## src/rtl/c11_pkg.sv

```systemverilog
// Shared constants and combinational helpers for the Fritz C11 evaluator:
// the boolean function itself and a 3-input majority voter.
package c11_pkg;

    localparam int IN_W  = 10;

    localparam int G1_B  = 0;
    localparam int G2_B  = 1;
    localparam int G3_B  = 2;
    localparam int G4_B  = 3;
    localparam int G5_B  = 4;
    localparam int G6_B  = 5;
    localparam int G7_B  = 6;
    localparam int G8_B  = 7;
    localparam int G9_B  = 8;
    localparam int G10_B = 9;

    function automatic logic c11_eval(input logic [IN_W-1:0] g);
        logic t7;
        logic t8;
        logic t9;
        t7 = g[G1_B] & g[G2_B] & g[G3_B] & (g[G6_B] ^ g[G7_B]) & ~(g[G4_B] & g[G5_B]);
        t8 = g[G8_B] & g[G9_B];
        t9 = g[G9_B] & g[G10_B];
        return g[G10_B] & ~(t7 | t8 | t9);
    endfunction

    function automatic logic maj3(input logic a, input logic b, input logic c);
        return (a & b) | (a & c) | (b & c);
    endfunction

endpackage

```

## src/rtl/c11_lane.sv

```systemverilog
// One evaluation lane: three redundant copies with per-copy fault injection
// and a majority voter, or a single bare copy when TMR is disabled.
module c11_lane
    import c11_pkg::*;
#(
    parameter int TMR = 1
) (
    input  logic [IN_W-1:0] g,
    input  logic            inj,
    input  logic [1:0]      inj_copy,
    output logic            y,
    output logic            mismatch
);

    generate
        if (TMR != 0) begin : g_tmr
            logic y0;
            logic y1;
            logic y2;

            // inj_copy==3 matches no copy, so it means "no injection"
            assign y0 = c11_eval(g) ^ (inj && (inj_copy == 2'd0));
            assign y1 = c11_eval(g) ^ (inj && (inj_copy == 2'd1));
            assign y2 = c11_eval(g) ^ (inj && (inj_copy == 2'd2));

            assign y        = maj3(y0, y1, y2);
            assign mismatch = ~((y0 & y1 & y2) | ~(y0 | y1 | y2));
        end else begin : g_single
            logic unused_inj;

            assign unused_inj = ^{inj, inj_copy};
            assign y          = c11_eval(g);
            assign mismatch   = 1'b0;
        end
    endgenerate

endmodule

```

## src/rtl/c11_fritz_pipe.sv

```systemverilog
// Multi-lane pipelined Fritz C11 evaluator with optional TMR voting,
// valid/ready flow control and a saturating mismatch counter.
module c11_fritz_pipe
    import c11_pkg::*;
#(
    parameter int LANES  = 4,
    parameter int STAGES = 2,
    parameter int TMR    = 1,
    parameter int CNT_W  = 8,
    localparam int LANE_W = (LANES > 1) ? $clog2(LANES) : 1
) (
    input  logic                  clk,
    input  logic                  rst_n,
    input  logic                  in_valid,
    output logic                  in_ready,
    input  logic [IN_W*LANES-1:0] in_vec,
    output logic                  out_valid,
    input  logic                  out_ready,
    output logic [LANES-1:0]      out_vec,
    output logic [LANES-1:0]      mismatch,
    output logic [CNT_W-1:0]      err_cnt,
    input  logic                  cnt_clr,
    input  logic                  inj_en,
    input  logic [LANE_W-1:0]     inj_lane,
    input  logic [1:0]            inj_copy
);

    function automatic logic [CNT_W-1:0] sat_inc(input logic [CNT_W-1:0] v);
        return (&v) ? v : v + CNT_W'(1);
    endfunction

    logic [IN_W*LANES-1:0] vec_ev;
    logic                  vld_ev;
    logic                  inj_en_ev;
    logic [LANE_W-1:0]     inj_lane_ev;
    logic [1:0]            inj_copy_ev;
    logic [LANES-1:0]      y_ev;
    logic [LANES-1:0]      mm_ev;

    logic                  adv_p2;
    logic                  vld_p2;
    logic [LANES-1:0]      out_vec_p2;
    logic [LANES-1:0]      mismatch_p2;
    logic [CNT_W-1:0]      cnt;

    assign adv_p2 = ~vld_p2 | out_ready;

    generate
        if (STAGES >= 2) begin : g_s2
            logic                  vld_p1;
            logic                  adv_p1;
            logic [IN_W*LANES-1:0] vec_p1;
            logic                  inj_en_p1;
            logic [LANE_W-1:0]     inj_lane_p1;
            logic [1:0]            inj_copy_p1;

            assign adv_p1   = ~vld_p1 | adv_p2;
            assign in_ready = adv_p1;

            // ---- stage 1: input beat and injection controls ----
            always_ff @(posedge clk or negedge rst_n) begin
                if (!rst_n) begin
                    vld_p1 <= 1'b0;
                end else if (adv_p1) begin
                    vld_p1 <= in_valid;
                end
            end

            always_ff @(posedge clk) begin
                if (adv_p1 && in_valid) begin
                    vec_p1      <= in_vec;
                    inj_en_p1   <= inj_en;
                    inj_lane_p1 <= inj_lane;
                    inj_copy_p1 <= inj_copy;
                end
            end

            assign vld_ev      = vld_p1;
            assign vec_ev      = vec_p1;
            assign inj_en_ev   = inj_en_p1;
            assign inj_lane_ev = inj_lane_p1;
            assign inj_copy_ev = inj_copy_p1;
        end else begin : g_s1
            assign in_ready    = adv_p2;
            assign vld_ev      = in_valid;
            assign vec_ev      = in_vec;
            assign inj_en_ev   = inj_en;
            assign inj_lane_ev = inj_lane;
            assign inj_copy_ev = inj_copy;
        end
    endgenerate

    genvar k;
    generate
        for (k = 0; k < LANES; k++) begin : g_lane
            c11_lane #(
                .TMR(TMR)
            ) u_lane (
                .g        (vec_ev[IN_W*k +: IN_W]),
                .inj      (inj_en_ev && (inj_lane_ev == LANE_W'(k))),
                .inj_copy (inj_copy_ev),
                .y        (y_ev[k]),
                .mismatch (mm_ev[k])
            );
        end
    endgenerate

    // ---- stage 2: voted result and mismatch ----
    always_ff @(posedge clk or negedge rst_n) begin
        if (!rst_n) begin
            vld_p2      <= 1'b0;
            out_vec_p2  <= '0;
            mismatch_p2 <= '0;
        end else if (adv_p2) begin
            vld_p2 <= vld_ev;
            if (vld_ev) begin
                out_vec_p2  <= y_ev;
                mismatch_p2 <= mm_ev;
            end
        end
    end

    // Clear wins over a same-cycle increment.
    always_ff @(posedge clk or negedge rst_n) begin
        if (!rst_n) begin
            cnt <= '0;
        end else if (cnt_clr) begin
            cnt <= '0;
        end else if (vld_p2 && out_ready && (|mismatch_p2)) begin
            cnt <= sat_inc(cnt);
        end
    end

    assign out_valid = vld_p2;
    assign out_vec   = out_vec_p2;
    assign mismatch  = mismatch_p2;
    assign err_cnt   = cnt;

endmodule
```

## config.mk

```make
export PLATFORM = sky130hd
export DESIGN_NAME = c11_fritz_pipe
export DESIGN_NICKNAME = d
export VERILOG_FILES = /design/src/rtl/c11_pkg.sv /design/src/rtl/c11_lane.sv /design/src/rtl/c11_fritz_pipe.sv
export SDC_FILE = /design/constraint.sdc
export NUM_CORES = 1
export LEC_CHECK = 0
export CAP_MARGIN = 20
export CELL_PAD_IN_SITES_DETAIL_PLACEMENT = 1
export CELL_PAD_IN_SITES_GLOBAL_PLACEMENT = 2
export CORE_AREA = 2 2 81 83
export DETAILED_ROUTE_END_ITERATION = 16
export DIE_AREA = 0 0 83 85
export DONT_BUFFER_PORTS = 1
export PLACE_DENSITY_LB_ADDON = 0.25
export SYNTH_ARGS = -nofsm -noshare
export SYNTH_HDL_FRONTEND = slang
export SYNTH_SLANG_ARGS = --single-unit
```

## constraint.sdc

```tcl
create_clock -name clk -period 2 [get_ports clk]
set_clock_uncertainty 0.05 [all_clocks]
set_input_delay 0.3 -clock clk [delete_from_list [all_inputs] [get_ports clk]]
set_output_delay 0.3 -clock clk [all_outputs]
set_load 0.03 [all_outputs]
```

# [Word-level counts from Yosys, hierarchy flattened]
# Cells that the tools add are included.
# Widths: inputs -> output; s select.
[classes] add_sub_neg=1 eq_ne=6 n_mux=3 n_bitwise=112 n_reduce_logical=26
[op_table] op="$and 1x1->1" count=48
[op_table] op="$or 1x1->1" count=30
[op_table] op="$mux 8" count=3
[op_table] op="$logic_and 1x1->1" count=19
[op_table] op="$not 1->1" count=18
[op_table] op="$xor 1x1->1" count=16
[op_table] op="$add 8x1->8 const B" count=1
[op_table] op="$reduce_and 8->1" count=1
[op_table] op="$eq 2x2->1 const B" count=3
[op_table] op="$eq 2x1->1 const B" count=2
[op_table] op="$logic_not 2->1" count=2
[op_table] op="$reduce_and 2->1" count=2
[op_table] op="$reduce_or 4->1" count=1
[op_table] op="$ne 2x2->1 const B" count=1
[op_table] op="$reduce_bool 2->1" count=1
[totals] register_bits=63 in_bits=50 output_inout_bits=18 elab_cells=157

# [Longest topological paths before layout]
[logic_depth] ltp_word=14 mapped_depth=6 ltp_nobuf=5

# [Hierarchy]
# From an unflattened synthesis, not the netlist that was laid out.
[unflattened] cells_unflattened=142 hier_area_um2=2386.0
[modules_own_cells] module="c11_fritz_pipe" n_inst=1 cells_per_inst=118 area_per_inst_um2=2230.9 seq_area_each_um2=1801.7
[modules_own_cells] module="c11_lane" n_inst=4 cells_per_inst=6 area_per_inst_um2=38.8 seq_area_each_um2=0.0

# [Least setup slack after synthesis]
# OpenSTA, ideal clock, no wires.
[synth_path] kind="register to register" from="register vld_p2, in the netlist out_valid" to="register g_s2.inj_copy_p1[0], enable pin" setup_time_ns=0.402 t_arrival_ns=1.946 t_required_ns=1.548 path_slack_ns=-0.398 stages_incl_launch_ff=3 n_path_buf=0 synth_period_minus_slack_ns=2.398 cell_sequence="dfrtp_1 -> nand3b_1 -> and2_1"
[synth_between] elab_chain_len=4
[synth_lines] item="start: declaration" line_no="c11_fritz_pipe.sv:41" text="logic vld_p2;"
[synth_lines] item="start signal: assignment" line_no="c11_fritz_pipe.sv:115" text="vld_p2 <= vld_ev;"
[synth_lines] item="$not 1->1" line_no="c11_fritz_pipe.sv:46" text="assign adv_p2 = ~vld_p2 | out_ready;"
[synth_lines] item="$or 1x1->1" line_no="c11_fritz_pipe.sv:46"
[synth_lines] item="$or 1x1->1" line_no="c11_fritz_pipe.sv:57" text="assign adv_p1 = ~vld_p1 | adv_p2;"
[synth_lines] item="named net in_ready" line_no="c11_fritz_pipe.sv:15" text="output logic in_ready,"
[synth_lines] item="$logic_and 1x1->1" line_no="c11_fritz_pipe.sv:70" text="if (adv_p1 && in_valid) begin"
[synth_lines] item="end signal: assignment" line_no="c11_fritz_pipe.sv:74" text="inj_copy_p1 <= inj_copy;"
[synth_lines] item="end: declaration" line_no="c11_fritz_pipe.sv:55" text="logic [1:0] inj_copy_p1;"
# The timed path passes the listed nets, and every way through them passes these cells.
# A chain may end at the register's enable or synchronous reset.

# [Worst setup path in the final report]
[layout_path] from="register cnt[0], in the netlist err_cnt[0]" to="register cnt[3], in the netlist err_cnt[3]"
[layout_between] elab_chain_len=4 word_cells_on_any_way=7 classes_between="1 x add/sub; 1 x eq/ne; 3 x mux; 2 x reduce/logical"
[layout_lines] item="start: declaration" line_no="c11_fritz_pipe.sv:44" text="logic [CNT_W-1:0] cnt;"
[layout_lines] item="start signal: assignment" line_no="c11_fritz_pipe.sv:130" text="cnt <= sat_inc(cnt);"
[layout_lines] item="$add 8x1->8" line_no="c11_fritz_pipe.sv:29" text="return (&v) ? v : v + CNT_W'(1);"
[layout_lines] item="$mux 8" line_no="c11_fritz_pipe.sv:29"
[layout_lines] item="$mux 8" line_no="c11_fritz_pipe.sv:129" text="end else if (vld_p2 && out_ready && (|mismatch_p2)) begin"
[layout_lines] item="$mux 8" line_no="c11_fritz_pipe.sv:127" text="end else if (cnt_clr) begin"
# Parallel ways exist; a longest one is shown, timed or not. The select of a mux whose other input is x is not followed.

==> out/qor.csv <==
stage;metric;value;unit
run_status;status;completed;
pwr;maximum vdd drop;524;uV
critical_path;CP endpoint kind;flop;
critical_path;r2r endpoint;err_cnt[3]$_DFFE_PN0P_;
sta;Hold Fails Final Rpt;0;
route;Initial DRT Pass Iterations;4;
yosys;Yosys top cell area share;54.9;%
min_path;endpoint of the worst hold path;g_s2.vld_p1$_DFFE_PN0N_;
yosys;Seq/Total Area, Yosys;75.0;%
yosys;Async SR Flop Fraction;30.5;%
cells_and_area;Synth-to-Final Area Change;37.6;%
cells_and_area;ANT cells;0;
pwr;total power;2.82;mW
critical_path;Reg2Reg Depth;5;
place;placed inst area;2440;um^2
global_routing;vias in the first global route;1603;
yosys;Synth Instances;148;
sta;setup TNS;0;ns
global_routing;pin count of the biggest net entering global routing;42;
clock_tree;setup bufs post-CTS;0;
yosys;flops & latches, synth;59;
clock_tree;CTS tree;built;
global_routing;GR Layer Usage met2;26.0;%
yosys;top cells by area, synth;edfxtp_1 (55%), dfrtp_1 (20%), nand2_1 (2.7%);
yosys;synthesized area;2240;um^2
route;DRT antenna net count;0;
place;IO Port Bufs;0;
floorplanning;number of cell rows;29;
place;post-DP HPWL;3.01;mm
cells_and_area;design area;3080;um^2
sta;RSZ-0062 raised after global routing;false;
flow_run;Max Cap Violations;0;
floorplanning;area of the die;7060;um^2
sta;f_max;591;MHz
sta;Tcrit/Tclk final;84.6;%
sta;Slew Limit Headroom;38.9;%
clock_tree;clk slew on worst S/H paths;0.06;ns
global_routing;grt ovf;0;
clock_tree;Clock Tree Buf Depth;2;
critical_path;WP data required;2.20;ns
global_routing;first-pass GRT wire length;7.89;mm
critical_path;critical path class;reg -> reg;
cells_and_area;FILL cells;632;
global_routing;busiest layer in global routing;met2;
route;detailed-route DRC error count;0;
clock_tree;CTS sink cnt;59;
critical_path;CP Launch Type;flop;
floorplanning;Boundary Pins;68;
floorplanning;chip height;85;um
clock_tree;CTS Buf Count;9;
clock_tree;H-tree levels;3;
route;wire per inst;16.4;um
place;GP Congestion;0.793;
global_routing;initial antenna violation count;0;
route;drt via density;4.96;
pwr;leakage power;1.18;nW
yosys;Synth cell types;37;
clock_tree;CTS Root Cell;clkbuf_8;
critical_path;reg2reg start;err_cnt[0]$_DFFE_PN0P_;
route;initial drt markers;101;
clock_tree;later-pin clock latency in the skew report;0.32;ns
min_path;Hold Startpoint;in_valid;
yosys;syn avg cell area;15.1;um^2
critical_path;Critical Path AT;1.89;ns
cells_and_area;Final nets;265;
min_path;Hold Path Depth;1;
sta;hold slack;0.0469;ns
sta;Setup Viol. Count Final;0;
floorplanning;Initial Utilization;36.1;%
global_routing;met1 Resource Use GR;15.1;%
route;DRT Wirelength;4.84;mm
sta;worst slew pin tran;0.914;ns
global_routing;met3 Track Usage GR;6.52;%
sta;Slew Viols, Final;0;
yosys;number of synthesized flops with an enable pin;41;
floorplanning;Chip Width;83;um
min_path;Hold/Removal Path Class;in -> reg;
critical_path;register-to-register setup slack;0.31;ns
cells_and_area;most common cell after layout, fill and taps aside;dlygate4sd3_1;
yosys;Syn Nets;199;
floorplanning;core area;6200;um^2
critical_path;critical path fanouts, max;4;
yosys;post-synth top area cell;edfxtp_1;
cells_and_area;share of layout cells above drive strength 1;18.7;%
yosys;Syn. warnings;0;
cells_and_area;commonest cells after routing, fill and taps aside;dlygate4sd3_1 (43), edfxtp_1 (41), dfrtp_1 (18), nand2_1 (16), buf_4 (15);
route;vias after detailed routing;1469;
global_routing;Tot GR Track Use;14.6;%
cells_and_area;Util after Layout;49.7;%
pwr;Power Density;916;nW/um^2
yosys;ys flop type;edfxtp_1;
sta;crit path time final;1.69;ns
-- synthesized netlist by cell type (2+ instances only) --
cell type  number
a211oi_1        4
a21oi_1         6
dfrtp_1        18
edfxtp_1       41
inv_1           6
mux2_4          2
nand2_1        16
nand2b_1        3
nand3_1         6
nand3b_1        2
nor2_1          5
nor2b_1         2
o21ai_0         6
o31ai_1         3
o41ai_1         5
or4_2           2
-- cell families (layout without fill, tap and decap cells) --
family          after synthesis  in the layout  share of synthesized area [%]
compound gates               28             28                           8.65
fa+ha+maj                     1              1                          0.558
buf+inv                      10             81                           2.18
flops                        59             59                           75.0
mux                           2              2                           1.34
simple gates                 48             48                           12.2
-- sequential cells by signal, indices dropped and copies added, names as in the netlist --
signal            cells
err_cnt               8
g_s2.inj_copy_p1      2
g_s2.inj_en_p1        1
g_s2.inj_lane_p1      2
g_s2.vec_p1          36
g_s2.vld_p1           1
mismatch              4
out_valid             1
out_vec               4
-- layout make-up --
| class | count | area [um^2] | area share, % |
|---|---|---|---|
| multi-input combinational | 79 | 512 | 16.6 |
| sequential | 59 | 1680 | 54.5 |
| clock buffer | 10 | 128 | 4.14 |
| timing repair buffer | 59 | 563 | 18.3 |
| tap | 77 | 96.3 | 3.12 |
| clock inverter | 6 | 80.1 | 2.60 |
| inverter | 6 | 22.5 | 0.731 |
-- what timing repair did --
| item | CTS | global route |
|---|---|---|
| resized for setup | 0 | 0 |
| endpoints found under the hold margin | 65 | 0 |
| hold buffers | 43 | 0 |
-- routing by layer --
layer / up-vias / wire length (um)
met5: - / 0
met4: 0 / 34
met3: 4 / 347
met2: 44 / 2570
met1: 723 / 1890
li1: 698 / -
-- metrics by stage --
| step | cells | setup slack [ns] |
|---|---|---|
| floorplan | 148 | 0.0244 |
| CTS | 296 | 0.296 |
| global placement | 237 | 0.324 |
| finish | 296 | 0.309 |
| detailed placement | 237 | 0.301 |
| global route | 296 | 0.179 |
-- how the worst max path moves through the flow --
stage	start	slack, ns	depth (start not counted)	end
after floorplan	out_valid$_DFFE_PN0P_	0.02	2	g_s2.inj_copy_p1[0]$_DFFE_PP_
after global placement	mismatch[1]$_DFFE_PN0P_	0.32	4	err_cnt[7]$_DFFE_PN0P_
after detailed placement	mismatch[1]$_DFFE_PN0P_	0.30	4	err_cnt[7]$_DFFE_PN0P_
after CTS	mismatch[1]$_DFFE_PN0P_	0.30	4	err_cnt[7]$_DFFE_PN0P_
after global routing	err_cnt[1]$_DFFE_PN0P_	0.18	6	err_cnt[6]$_DFFE_PN0P_
final	err_cnt[0]$_DFFE_PN0P_	0.31	5	err_cnt[3]$_DFFE_PN0P_
-- power breakdown --
group | leakage, nW | switching (mW) | internal, mW
Sequential | 0.633 | 0.0556 | 1.40
Clock | 0.101 | 0.443 | 0.691
Combinational | 0.443 | 0.125 | 0.112
-- worst max-delay path, stage by stage, from the launching register on --
cell and delay [ns]:
dfrtp_1 0.39, ha_1 0.26, nand2_1 0.10, nor3_1 0.06, or4_2 0.60, a21oi_1 0.15
Note: power is estimated with default switching activity, not from simulation.
